`src/rtl/addr_tx_state_machine_if.sv`:
```
// Handshake/serial bundle between the address serializer (master) and its
// consumer, which drives start/addr_in/ready.
interface addr_tx_state_machine_if #(
  parameter int ADDR_WIDTH = 12
);
  logic                  start;
  logic [ADDR_WIDTH-1:0] addr_in;
  logic                  ready;
  logic                  valid;
  logic                  tx_address;
  logic                  busy;
  logic                  done;

  modport master (
    input  start, addr_in, ready,
    output valid, tx_address, busy, done
  );

  modport slave (
    output start, addr_in, ready,
    input  valid, tx_address, busy, done
  );
endinterface

```
`src/rtl/addr_tx_state_machine.sv`:
```
// Master-side address serializer: latches an address on start, offers it with
// valid, then shifts it out MSB-first one bit per clock after the handshake.
module addr_tx_state_machine #(
  parameter int ADDR_WIDTH = 12
) (
  input  logic                    clk,
  input  logic                    reset,
  addr_tx_state_machine_if.master bus
);
  localparam int CNT_W = $clog2(ADDR_WIDTH);

  typedef enum logic [1:0] {IDLE, WAIT_HS, SHIFT, DONE} state_t;

  state_t                state, state_next;
  logic [ADDR_WIDTH-1:0] shreg, shreg_next;
  logic [CNT_W-1:0]      cnt, cnt_next;
  logic                  valid, tx_address, busy, done;

  always_ff @(posedge clk or posedge reset) begin
    if (reset) begin
      state <= IDLE;
      shreg <= '0;
      cnt   <= '0;
    end else begin
      state <= state_next;
      shreg <= shreg_next;
      cnt   <= cnt_next;
    end
  end

  // Outputs decode only registered state, so start/ready never reach them
  // combinationally.
  always_comb begin
    state_next = state;
    shreg_next = shreg;
    cnt_next   = cnt;
    valid      = 1'b0;
    tx_address = 1'b0;
    busy       = 1'b1;
    done       = 1'b0;
    case (state)
      IDLE: begin
        busy = 1'b0;
        if (bus.start) begin
          shreg_next = bus.addr_in;
          cnt_next   = '0;
          state_next = WAIT_HS;
        end
      end
      WAIT_HS: begin
        valid      = 1'b1;
        tx_address = shreg[ADDR_WIDTH-1];
        if (bus.ready) begin
          shreg_next = {shreg[ADDR_WIDTH-2:0], 1'b0};
          cnt_next   = CNT_W'(1);
          state_next = SHIFT;
        end
      end
      SHIFT: begin
        tx_address = shreg[ADDR_WIDTH-1];
        shreg_next = {shreg[ADDR_WIDTH-2:0], 1'b0};
        // Counter holds at its final value instead of wrapping.
        if (cnt == CNT_W'(ADDR_WIDTH - 1)) begin
          state_next = DONE;
        end else begin
          cnt_next = cnt + CNT_W'(1);
        end
      end
      DONE: begin
        done       = 1'b1;
        state_next = IDLE;
      end
      default: state_next = IDLE;
    endcase
  end

  assign bus.valid      = valid;
  assign bus.tx_address = tx_address;
  assign bus.busy       = busy;
  assign bus.done       = done;
endmodule

```
`src/flat_wrapper.sv`:
```
// flat-port wrapper written by rule: the top's interface ports become plain ports
module addr_tx_state_machine_flat 
#(
  parameter int ADDR_WIDTH = 12
)
  (clk, reset, bus_start, bus_addr_in, bus_ready, bus_valid, bus_tx_address, bus_busy, bus_done);
  addr_tx_state_machine_if #(.ADDR_WIDTH(ADDR_WIDTH)) bus_i ();
  input  logic clk;
  input  logic reset;
  input wire logic [$bits(bus_i.start)-1:0] bus_start;
  input wire logic [$bits(bus_i.addr_in)-1:0] bus_addr_in;
  input wire logic [$bits(bus_i.ready)-1:0] bus_ready;
  output wire logic [$bits(bus_i.valid)-1:0] bus_valid;
  output wire logic [$bits(bus_i.tx_address)-1:0] bus_tx_address;
  output wire logic [$bits(bus_i.busy)-1:0] bus_busy;
  output wire logic [$bits(bus_i.done)-1:0] bus_done;
  assign bus_i.start = bus_start;
  assign bus_i.addr_in = bus_addr_in;
  assign bus_i.ready = bus_ready;
  assign bus_valid = bus_i.valid;
  assign bus_tx_address = bus_i.tx_address;
  assign bus_busy = bus_i.busy;
  assign bus_done = bus_i.done;
  addr_tx_state_machine #(.ADDR_WIDTH(ADDR_WIDTH)) u_core (.clk(clk), .reset(reset), .bus(bus_i));
endmodule
```
`config.mk`:
```
export PLATFORM = sky130hd
export DESIGN_NAME = addr_tx_state_machine_flat
export DESIGN_NICKNAME = d
export VERILOG_FILES = /design/src/rtl/addr_tx_state_machine_if.sv /design/src/rtl/addr_tx_state_machine.sv /design/src/flat_wrapper.sv
export SDC_FILE = /design/constraint.sdc
export NUM_CORES = 1
export LEC_CHECK = 0
export BUFFER_PORTS_ARGS = -buffer_cell sky130_fd_sc_hd__buf_2
export CORE_UTILIZATION = 59
export DETAILED_ROUTE_END_ITERATION = 6
export PLACE_DENSITY = 0.83
export SETUP_SLACK_MARGIN = 0.05
export SLEW_MARGIN = 20
export SYNTH_ARGS = -nofsm -noshare
export SYNTH_HDL_FRONTEND = slang
export SYNTH_SLANG_ARGS = --single-unit
```
`constraint.sdc`:
```
create_clock -name clk -period 3.7 [get_ports clk]
set_input_delay 0.925 -clock clk [delete_from_list [all_inputs] [get_ports clk]]
set_output_delay 0.925 -clock clk [all_outputs]
set_load 0.02 [all_outputs]
```
* Word-level counts from Yosys, hierarchy flattened
Cells that the tools add are included.
Storage, ports and cells: flip-flop bits (word level) 18, logic and storage cells 33
Operators by class: mux-type cells 15, reductions and logical operators 6, eq/ne operators 8, $add $sub $neg 1
Operators by type and width (number):
- one-hot mux 12 bit (3 select lines) | 1
- 2-to-1 mux 12 bit | 2
- 2-to-1 mux 4 bit | 3
- one-hot mux 4 bit (3 select lines) | 1
- one-hot mux 2 bit (4 select lines) | 1
- 2-to-1 mux 2 bit | 3
- != test 2 bit (second input constant) | 3
- AND reduction 3 bit | 2
- adder 4 x 1 -> 4 bit (second input constant) | 1
- equality test 2 bit (second input constant) | 2
- equality test 4 bit (second input constant) | 1
- 2-to-1 mux 1 bit | 4
- AND reduction 4 bit | 1
- nonzero test 3 bit | 1
- equality test 2 x 1 -> 1 bit (second input constant) | 1
- logical NOT 2 bit | 1
- != test 2 x 1 -> 1 bit (second input constant) | 1
- OR reduction 2 bit | 1

* Longest topological paths before layout
Gate-level depths: netlist (run 1).
depth in word-level cells 3, gate-level depth with buffers 7, mapped depth without buffers 5

* Worst setup path before layout (run 1)
OpenSTA, ideal clock, no wires.
path kind reg2out, start register u_core.state[0], end output port bus_tx_address, data arrival time 1225 ps, path buffers 2, required time 2775 ps, setup slack 1550 ps, stages on the path, launching flop included 6, cell sequence dfrtp_1 > inv_1 > ha_1 > buf_6 > buf_8 > and2_1
Between the ends: cells in the longest elaborated chain, start to end 3
Ends and longest elaborated chain:
- start, declared | RTL line addr_tx_state_machine.sv:14 | state_t state, state_next;
- start signal, assigned | RTL line addr_tx_state_machine.sv:25 | state <= state_next;
- equality test 2 x 1 -> 1 bit or equality test 2 bit (tied branches) | RTL line addr_tx_state_machine.sv:41 | case (state)
- OR reduction 2 bit (no line) (*)
- 2-to-1 mux 1 bit (*) | RTL line addr_tx_state_machine.sv:41
- end, declared | RTL line flat_wrapper.sv:14 | output wire logic [$bits(bus_i.tx_address)-1:0] bus_tx_address;
Mark *: on every way between the ends. The rest lies on a longest branch, timed or not.

* Final worst setup path (run 1)
start register u_core.state[1], end output port bus_tx_address
The elaborated chain is that of the path after synthesis.

==> results of run 1 <==
## power breakdown
part	switching [W]	internal [W]	leakage [nW]
registers	0.0000580	0.000292	0.220
clock network	0.0000638	0.0000602	0.0210
logic	0.000344	0.000476	0.397
total	0.000466	0.000828	0.638
## layer usage
metal  GRT usage  vias up  routed length (um)
met1       0.254      343                 821
met2       0.330       29                 963
met3      0.0824        3                 115
li1            -      346                   -
met4      0.0706        0                  19
met5           0        -                   0
## registers in the layout, indices dropped and copies added (netlist names)
signal,cells
u_core.cnt,4
u_core.shreg,12
u_core.state,2
## how the worst max path moves through the flow
stage	slack [ns]	endpoint
floorplan	1.55	bus_tx_address
global placement	1.47	bus_tx_address
detailed placement	1.43	bus_tx_address
CTS	1.08	bus_tx_address
global route	0.99	bus_tx_address
finish	1.10	bus_tx_address
## cells by family after synthesis
kind of cell,Yosys count,synth area share
fa+ha+maj,7,0.0758
compound gates,6,0.0433
buf+inv,10,0.0552
mux,26,0.297
flops,18,0.390
simple gates,19,0.140
## layout by cell type, fill, tap and decap left out, types with 2 or more instances in the layout
cell      netlist  layout
mux2i_1         2       2
clkbuf_4        0       3
nor2b_4         2       2
inv_1           7       7
or3_1           2       2
mux2_4         14      14
ha_1            7       7
mux2_2          9       9
buf_2           0      19
dfrtp_1        18      18
nand2_1         3       3
nand3b_1        2       2
## final cells by class
| cell class | count | area, sq um | area share |
|---|---|---|---|
| multi-input cells | 58 | 642 | 0.498 |
| inverters | 7 | 26.3 | 0.0204 |
| flip-flops and latches | 18 | 450 | 0.350 |
| well taps | 25 | 31.3 | 0.0243 |
| repair buffers | 20 | 103 | 0.0796 |
| clock buffers | 4 | 36.3 | 0.0282 |
## metrics by stage
step | std cells | area [sq um]
2_1_floorplan | 86 | 1160
3_3_place_gp | 128 | 1250
3_5_place_dp | 128 | 1250
4_1_cts | 132 | 1290
5_1_grt | 132 | 1290
6_report | 132 | 1290
==> run metrics, run 1 <==
GR Util All Layers 0.207; Synth Register Bits 18; # Max-Cap Violations 0; Yosys top cell area share 0.390; grt total ovfl 0; dominant cells by area after synthesis dfrtp_1, mux2_4, mux2_2; Setup Skew ~0.001 ns; share of layout cells above drive strength 1 0.486; Worst Tran Pin Value between 0.7 and 0.8 ns; critical-path cell list inv_1, ha_1, buf_4, and2_1, buf_2; CP Launch Point u_core.state[1]$_DFFE_PP0P_; final core occ 0.723; first-pass GRT wire length 3110 um; number of stages on the worst setup path 5; # DRC 0; diode count 0; peak supply drop 0.642 mV; reg2reg start u_core.state[1]$_DFFE_PP0P_; CTS root buf clkbuf_4; Reg2Reg Setup Slack 1.62 ns; count leader, synth dfrtp_1; number of global-route vias before repair a little over 700; Startpoint Class register; dpl hpwl approximately 1400 um; vias between 700 and 800; worst r2r dst u_core.shreg[4]$_DFFE_PP0P_; Netlist cell types 29; crit-path max FO 18; HP Start u_core.shreg[0]$_DFFE_PP0P_; syn nets 109; initial cell density of the core 0.648; Mapped Cells 86; number of synthesized flops with an enable pin 0; hold endpoint u_core.shreg[0]$_DFFE_PP0P_; Boundary Pins 20; FMAX 385 MHz; worst path required time roughly 2.8 ns; initial DRC count 7; Area growth, synth to finish 11.5%; final slew viol count 0; nets between 100 and 150; DRT antenna net count 0; Post-CTS Setup Inserts 0; sequential element share of the synthesized area 0.390; delay-heaviest family, CP buffers and inverters; die area around 0.0021 sq mm; Row Count 15; Final GP Congestion around 0.84; clock-pin slew on the worst setup and hold paths 0.10 ns; Core ar. roughly 0.0018 sq mm; leakage about 0.64 nW; final worst path period share 0.702; count of input and output buffers 19; vias per inst between 5 and 6; ys flop type dfrtp_1; async set-reset flop share out of synthesis 1.00; Fin Setup TNS 0 ns; Syn Area/Cell 13.4 sq um; CTS tree yes; TritonCTS Sinks 18; worst-skew pair later-pin latency roughly 0.3 ns; Slew HR 0.489; Hold Path Depth 1; Reg2Reg Depth 5; buffer and inverter count on the worst path 3; PostCTS Resize Cnt 0; die width ~46 um; Setup CP Type register to output port; # hold bufs at CTS 0; CP endpoint kind output port; synth cell count leaders dfrtp_1, mux2_4, mux2_2, ha_1, inv_1; drt first pass iters 4; final WL around 1900 um; final setup violation count 0; wire length per cell 14.5 um; htree depth 1; worst hold path class register to register; chip height around 46 um; largest net degree at the start of global routing 19; RSZ-0062 raised after global routing false; area leader, netlist dfrtp_1; initial antenna violation count 0; Num CTS Buffers 3; dpl ws about 1.4 ns; Clock Path Buffers 2; Netlist Area Pre-Place roughly 0.0012 sq mm; Fill cells around 120; Fin Hold WS between 0.5 and 0.6 ns; Final min period 2.60 ns; Pwr per Cell Area 1000 mW/mm^2; Setup WS post-layout ~1.1 ns; Hold Vio Cnt, Final 0; status complete, no violations; CP arrival 1.67 ns; overall power roughly 0.0013 W; crit-path max cell delay between 0.4 and 0.5 ns; slowest CP cell dfrtp_1; Syn. warnings 0
(Power assumes the default switching activity.)
==> run 2, diff against run 1 <==
--- a/config.mk
+++ b/config.mk
@@ -6,9 +6,9 @@
 export NUM_CORES = 1
 export LEC_CHECK = 0
 export BUFFER_PORTS_ARGS = -buffer_cell sky130_fd_sc_hd__buf_2
-export CORE_UTILIZATION = 59
+export CORE_UTILIZATION = 49
 export DETAILED_ROUTE_END_ITERATION = 6
-export PLACE_DENSITY = 0.83
+export PLACE_DENSITY = 0.74
 export SETUP_SLACK_MARGIN = 0.05
 export SLEW_MARGIN = 20
 export SYNTH_ARGS = -nofsm -noshare
==> constraint.sdc (replaced) <==
create_clock -name clk -period 2.25 [get_ports clk]
set_input_delay 0.5625 -clock clk [delete_from_list [all_inputs] [get_ports clk]]
set_output_delay 0.5625 -clock clk [all_outputs]
set_load 0.02 [all_outputs]
==> run 2 against run 1 <==
Against the previous run: die area is 19% higher; largest power group unchanged; worst hold slack got worse by 0.17 ns; setup slack lost 0.95 ns; clock skew up 0.0051 ns; wire length is 4.0% lower; clock-buffer cell count shrank 1; combinational power up 71%; final area increased by 0.58%; global-route usage fell by 4.2 points.
==> run metrics, run 2 (synthesis gave the netlist of run 1 again) <==
status complete, no violations; worst-skew pair later-pin latency between 0.2 and 0.3 ns; FMAX about 480 MHz; share of layout cells above drive strength 1 0.500; Setup CP Type register to output port; die area roughly 0.0026 sq mm; Seq pwr share 0.268; Combinational Power Share 0.658; die width between 50 and 60 um; Startpoint Class register; Hold Vio Cnt, Final 0; initial antenna violation count 0; initial DRC count 17; Clk network pwr share 0.073; peak supply drop approximately 1.1 mV; Setup WS post-layout approximately 0.16 ns; final worst path period share 0.931; final setup violation count 0; final WL roughly 1800 um; # Max-Cap Violations 0; Area growth, synth to finish 12.1%; Clock Path Buffers 2; dpl ws ~0.34 ns; chip height a little over 50 um; wire length per cell between 10 and 15 um; clock-pin slew on the worst setup and hold paths ~0.1 ns; number of flip-flops in the largest register 12; crit-path max FO 9; # DRC 0; Top reg by flops u_core.shreg; initial cell density of the core 0.523; Row Count 17; Core ar. approximately 0.0022 sq mm; CTS root buf clkbuf_4; CTS tree yes; CP endpoint kind output port; Sw Share 0.354; Boundary Pins 20; drt first pass iters 4; # hold bufs at CTS 0; Slew HR 0.556; count of input and output buffers 19; Final min period around 2.1 ns; nets 133; final slew viol count 0; diode count 0; most common cell after layout, fill and taps aside buf_2; most frequent cells in the layout buf_2, dfrtp_1, mux2_4; switching pwr between 0.0007 and 0.0008 W; CP arrival about 1.5 ns; DRT antenna net count 0; GR Util All Layers 0.166; Final GP Congestion 0.773; Internal Pwr Total approximately 0.0014 W; TritonCTS Sinks 18; vias 719; Num CTS Buffers 3; vias per inst roughly 5.3; largest net degree at the start of global routing 19; Worst Tran Pin Value ~0.67 ns; Pwr per Cell Area 1640 mW/mm^2; htree depth 1; grt total ovfl 0; Setup Skew 0.00612 ns; Regs by FF count u_core.shreg x12, u_core.cnt x4, u_core.state x2; first-pass GRT wire length approximately 3100 um; worst path required time 1.69 ns; number of global-route vias before repair roughly 740; RSZ-0062 raised after global routing false; Fin Setup TNS 0 ns; worst hold path class input pin to async pin; leakage ~0.64 nW
==> run 2: cell count changes in the layout (fill, tap and decap cells not counted) <==
| cell | previous run | this run |
|---|---|---|
| ha_1 | 7 | 6 |
| buf_4 | 1 | 3 |
| clkbuf_8 | 1 | 0 |
| ha_2 | 0 | 1 |
==> run 2: stage by stage <==
stage | utilization | hold WS, ns | cell area, sq um | power (W) | instances
2_1_floorplan | - | 0.474 | 1160 | 0.00181 | 86
3_3_place_gp | 0.575 | 0.485 | 1270 | 0.00194 | 133
3_5_place_dp | 0.575 | 0.489 | 1270 | 0.00198 | 133
4_1_cts | 0.585 | 0.378 | 1290 | 0.00214 | 136
5_1_grt | 0.586 | 0.410 | 1300 | 0.00228 | 136
6_report | 0.586 | 0.348 | 1300 | 0.00213 | 136
==> run 2: area by class of cell <==
type | instances | area (sq um)
Clock buffer | 3 | 22.5
Fill cell | 186 | 916
Inverter | 7 | 26.3
Multi-Input combinational cell | 58 | 644
Sequential cell | 18 | 450
Tap cell | 28 | 35.0
Timing Repair Buffer | 22 | 118
==> run 2: power groups by stage <==
stage	Clock (W)	Combinational, W	Sequential, W
5_1_grt	0.000178	0.00151	0.000588
4_1_cts	0.000163	0.00140	0.000572
3_5_place_dp	0	0.00140	0.000578
3_3_place_gp	0	0.00136	0.000573
2_1_floorplan	0	0.00125	0.000551
6_report	0.000156	0.00140	0.000572
==> run 2: final timing paths <==
path                                             startpoint                     endpoint  cells after the start  slack [ns]
worst max-delay path            u_core.state[1]$_DFFE_PP0P_               bus_tx_address                      4        0.16
worst min-delay path                                  reset  u_core.shreg[0]$_DFFE_PP0P_                      2        0.35
worst max register to register  u_core.state[1]$_DFFE_PP0P_  u_core.shreg[2]$_DFFE_PP0P_                      6        0.34
worst min register to register  u_core.shreg[4]$_DFFE_PP0P_  u_core.shreg[4]$_DFFE_PP0P_                      1        0.51
max in group asynchronous                             reset  u_core.shreg[5]$_DFFE_PP0P_                      2        1.47
min in group clk                u_core.shreg[4]$_DFFE_PP0P_  u_core.shreg[4]$_DFFE_PP0P_                      1        0.51
==> run 2: timing repair <==
action                     in CTS  in global routing
setup endpoints to repair       0                  1
resized for setup               0                  1
setup buffers                   0                  0
==> run 2: critical path, cell delays in order (launching register included) <==
cell and delay, ns:
dfrtp_1 0.42, inv_1 0.10, ha_2 0.43, and2_1 0.15, buf_2 0.15
==> run 2: metal layers <==
metal | routed length [um] | vias up | track usage
met1 | 826 | 351 | 0.200
met5 | 0 | - | 0
met3 | 80 | 2 | 0.0576
li1 | - | 351 | -
met4 | 16 | 0 | 0.0556
met2 | 920 | 15 | 0.273
==> run 3, diff against run 2 <==
--- a/config.mk
+++ b/config.mk
@@ -8,7 +8,8 @@
 export BUFFER_PORTS_ARGS = -buffer_cell sky130_fd_sc_hd__buf_2
 export CORE_UTILIZATION = 49
 export DETAILED_ROUTE_END_ITERATION = 6
-export PLACE_DENSITY = 0.74
+export PLACE_DENSITY_LB_ADDON = 0.15
+export RECOVER_POWER = 50
 export SETUP_SLACK_MARGIN = 0.05
 export SLEW_MARGIN = 20
 export SYNTH_ARGS = -nofsm -noshare
==> run 3 against run 2 <==
Against the previous run: clock skew up 0.0043 ns; core utilization decreased by 0.40 points; critical path type unchanged; final cell count is 0.74% higher; critical endpoint unchanged.
==> run metrics, run 3 (synthesis gave the netlist of run 1 again) <==
status complete, no violations; Fill cells around 190; dpl hpwl between 1000 and 1500 um; drt first pass iters 4; crit-path max cell delay 0.42 ns; peak supply drop 0.865 mV; worst-skew pair later-pin latency roughly 0.30 ns; leakage ~0.64 nW; Boundary Pins 20; number of flip-flops in the largest register 12; worst hold path class input pin to async pin; count of input and output buffers 19; crit-path max FO 7; Num CTS Buffers 3; Hold Vio Cnt, Final 0; final setup violation count 0; most common cell after layout, fill and taps aside buf_2; slowest CP cell dfrtp_1; wire length per cell between 10 and 15 um; Core ar. about 0.0022 sq mm; final WL between 1500 and 2000 um; initial antenna violation count 0; worst path required time 1.69 ns; Fin Setup TNS 0 ns; most frequent cells in the layout buf_2, dfrtp_1, mux2_4; htree depth 1; Internal Pwr Total 0.00139 W; CTS tree yes; Clock Path Buffers 2; Pwr per Cell Area around 1700 mW/mm^2; clock-pin slew on the worst setup and hold paths 0.11 ns; grt total ovfl 0; Worst Tran Pin Value between 0.7 and 0.8 ns; number of global-route vias before repair around 690; # DRC 0; Final GP Congestion 0.769; Setup Skew 0.0104 ns; vias per inst 5.26; nets 133; vias about 720; Seq pwr share 0.266; die width between 50 and 60 um; Slew HR 0.483; Post-CTS Setup Inserts 0; die area 0.00256 sq mm; DRT antenna net count 0; chip height just over 50 um; initial DRC count 8; TritonCTS Sinks 18; largest net degree at the start of global routing 19; share of layout cells above drive strength 1 0.486; Final min period ~2.1 ns; critical-path cell list inv_1, ha_2, and2_1, buf_2; diode count 0; CP arrival between 1.5 and 2 ns; Top reg by flops u_core.shreg; Sw Share 0.355; Regs by FF count u_core.shreg x12, u_core.cnt x4, u_core.state x2; Row Count 17; CP endpoint kind output port; # Max-Cap Violations 0; final slew viol count 0; RSZ-0062 raised after global routing false; initial cell density of the core 0.523; Clk network pwr share 0.092; # hold bufs at CTS 0; Combinational Power Share 0.641; final core occ 0.582; CTS root buf clkbuf_4; GR Util All Layers 0.170; final worst path period share 0.924; switching pwr 0.000765 W; FMAX 481 MHz; first-pass GRT wire length about 3200 um; Setup CP Type register to output port; Area growth, synth to finish 11.4%; Startpoint Class register
run 3: per-stage QoR:
stage               instance area, sq um  total power, W  instances  hold slack (ns)  setup WS [ns]
floorplan                           1160         0.00181         86            0.474          0.463
global placement                    1270         0.00196        133            0.486          0.461
detailed placement                  1270         0.00200        133            0.493          0.384
CTS                                 1310         0.00220        137            0.365          0.105
global route                        1290         0.00230        137            0.404         0.0724
finish                              1290         0.00215        137            0.351          0.170
run 3: worst paths after layout:
check	from	endpoint	slack, ns	cells past startpoint
max	u_core.state[1]$_DFFE_PP0P_	bus_tx_address	0.17	4
min	reset	u_core.shreg[1]$_DFFE_PP0P_	0.35	2
max reg2reg	u_core.state[1]$_DFFE_PP0P_	u_core.cnt[3]$_DFFE_PP0P_	0.21	5
min reg2reg	u_core.shreg[2]$_DFFE_PP0P_	u_core.shreg[2]$_DFFE_PP0P_	0.52	1
max in group asynchronous	reset	u_core.shreg[6]$_DFFE_PP0P_	1.45	2
min in group clk	u_core.shreg[2]$_DFFE_PP0P_	u_core.shreg[2]$_DFFE_PP0P_	0.52	1
run 3: routing by layer:
metal | GRT usage | routed length (um)
met1 | 0.228 | 975
met2 | 0.251 | 902
met3 | 0.0545 | 75
met4 | 0.0694 | 27
met5 | 0 | 0
run 3: cell type report:
type	count	area, sq um	area share
clock buffers	4	36.3	0.0282
inverters	7	26.3	0.0204
multi-input cells	58	622	0.483
flip-flops and latches	18	450	0.350
well taps	28	35.0	0.0272
repair buffers	22	118	0.0914
run 3: power by group through the flow:
stage	registers [W]	logic [W]	clock network, W
after floorplan	0.000551	0.00125	0
after global placement	0.000575	0.00138	0
after detailed placement	0.000580	0.00141	0
after CTS	0.000575	0.00142	0.000206
after global routing	0.000590	0.00149	0.000217
final	0.000574	0.00138	0.000199
run 3: worst max-delay path: cells and delay by family, from the launching register on:
kind          cells  cell delay, ns
flops             1            0.42
fa+ha+maj         1            0.42
buf+inv           2            0.25
simple gates      1            0.14
run 3: timing repair:
action / in CTS / in global routing
hold endpoints to repair: 0 / 0
gates resized for setup: 0 / 1
setup endpoints to repair: 0 / 1
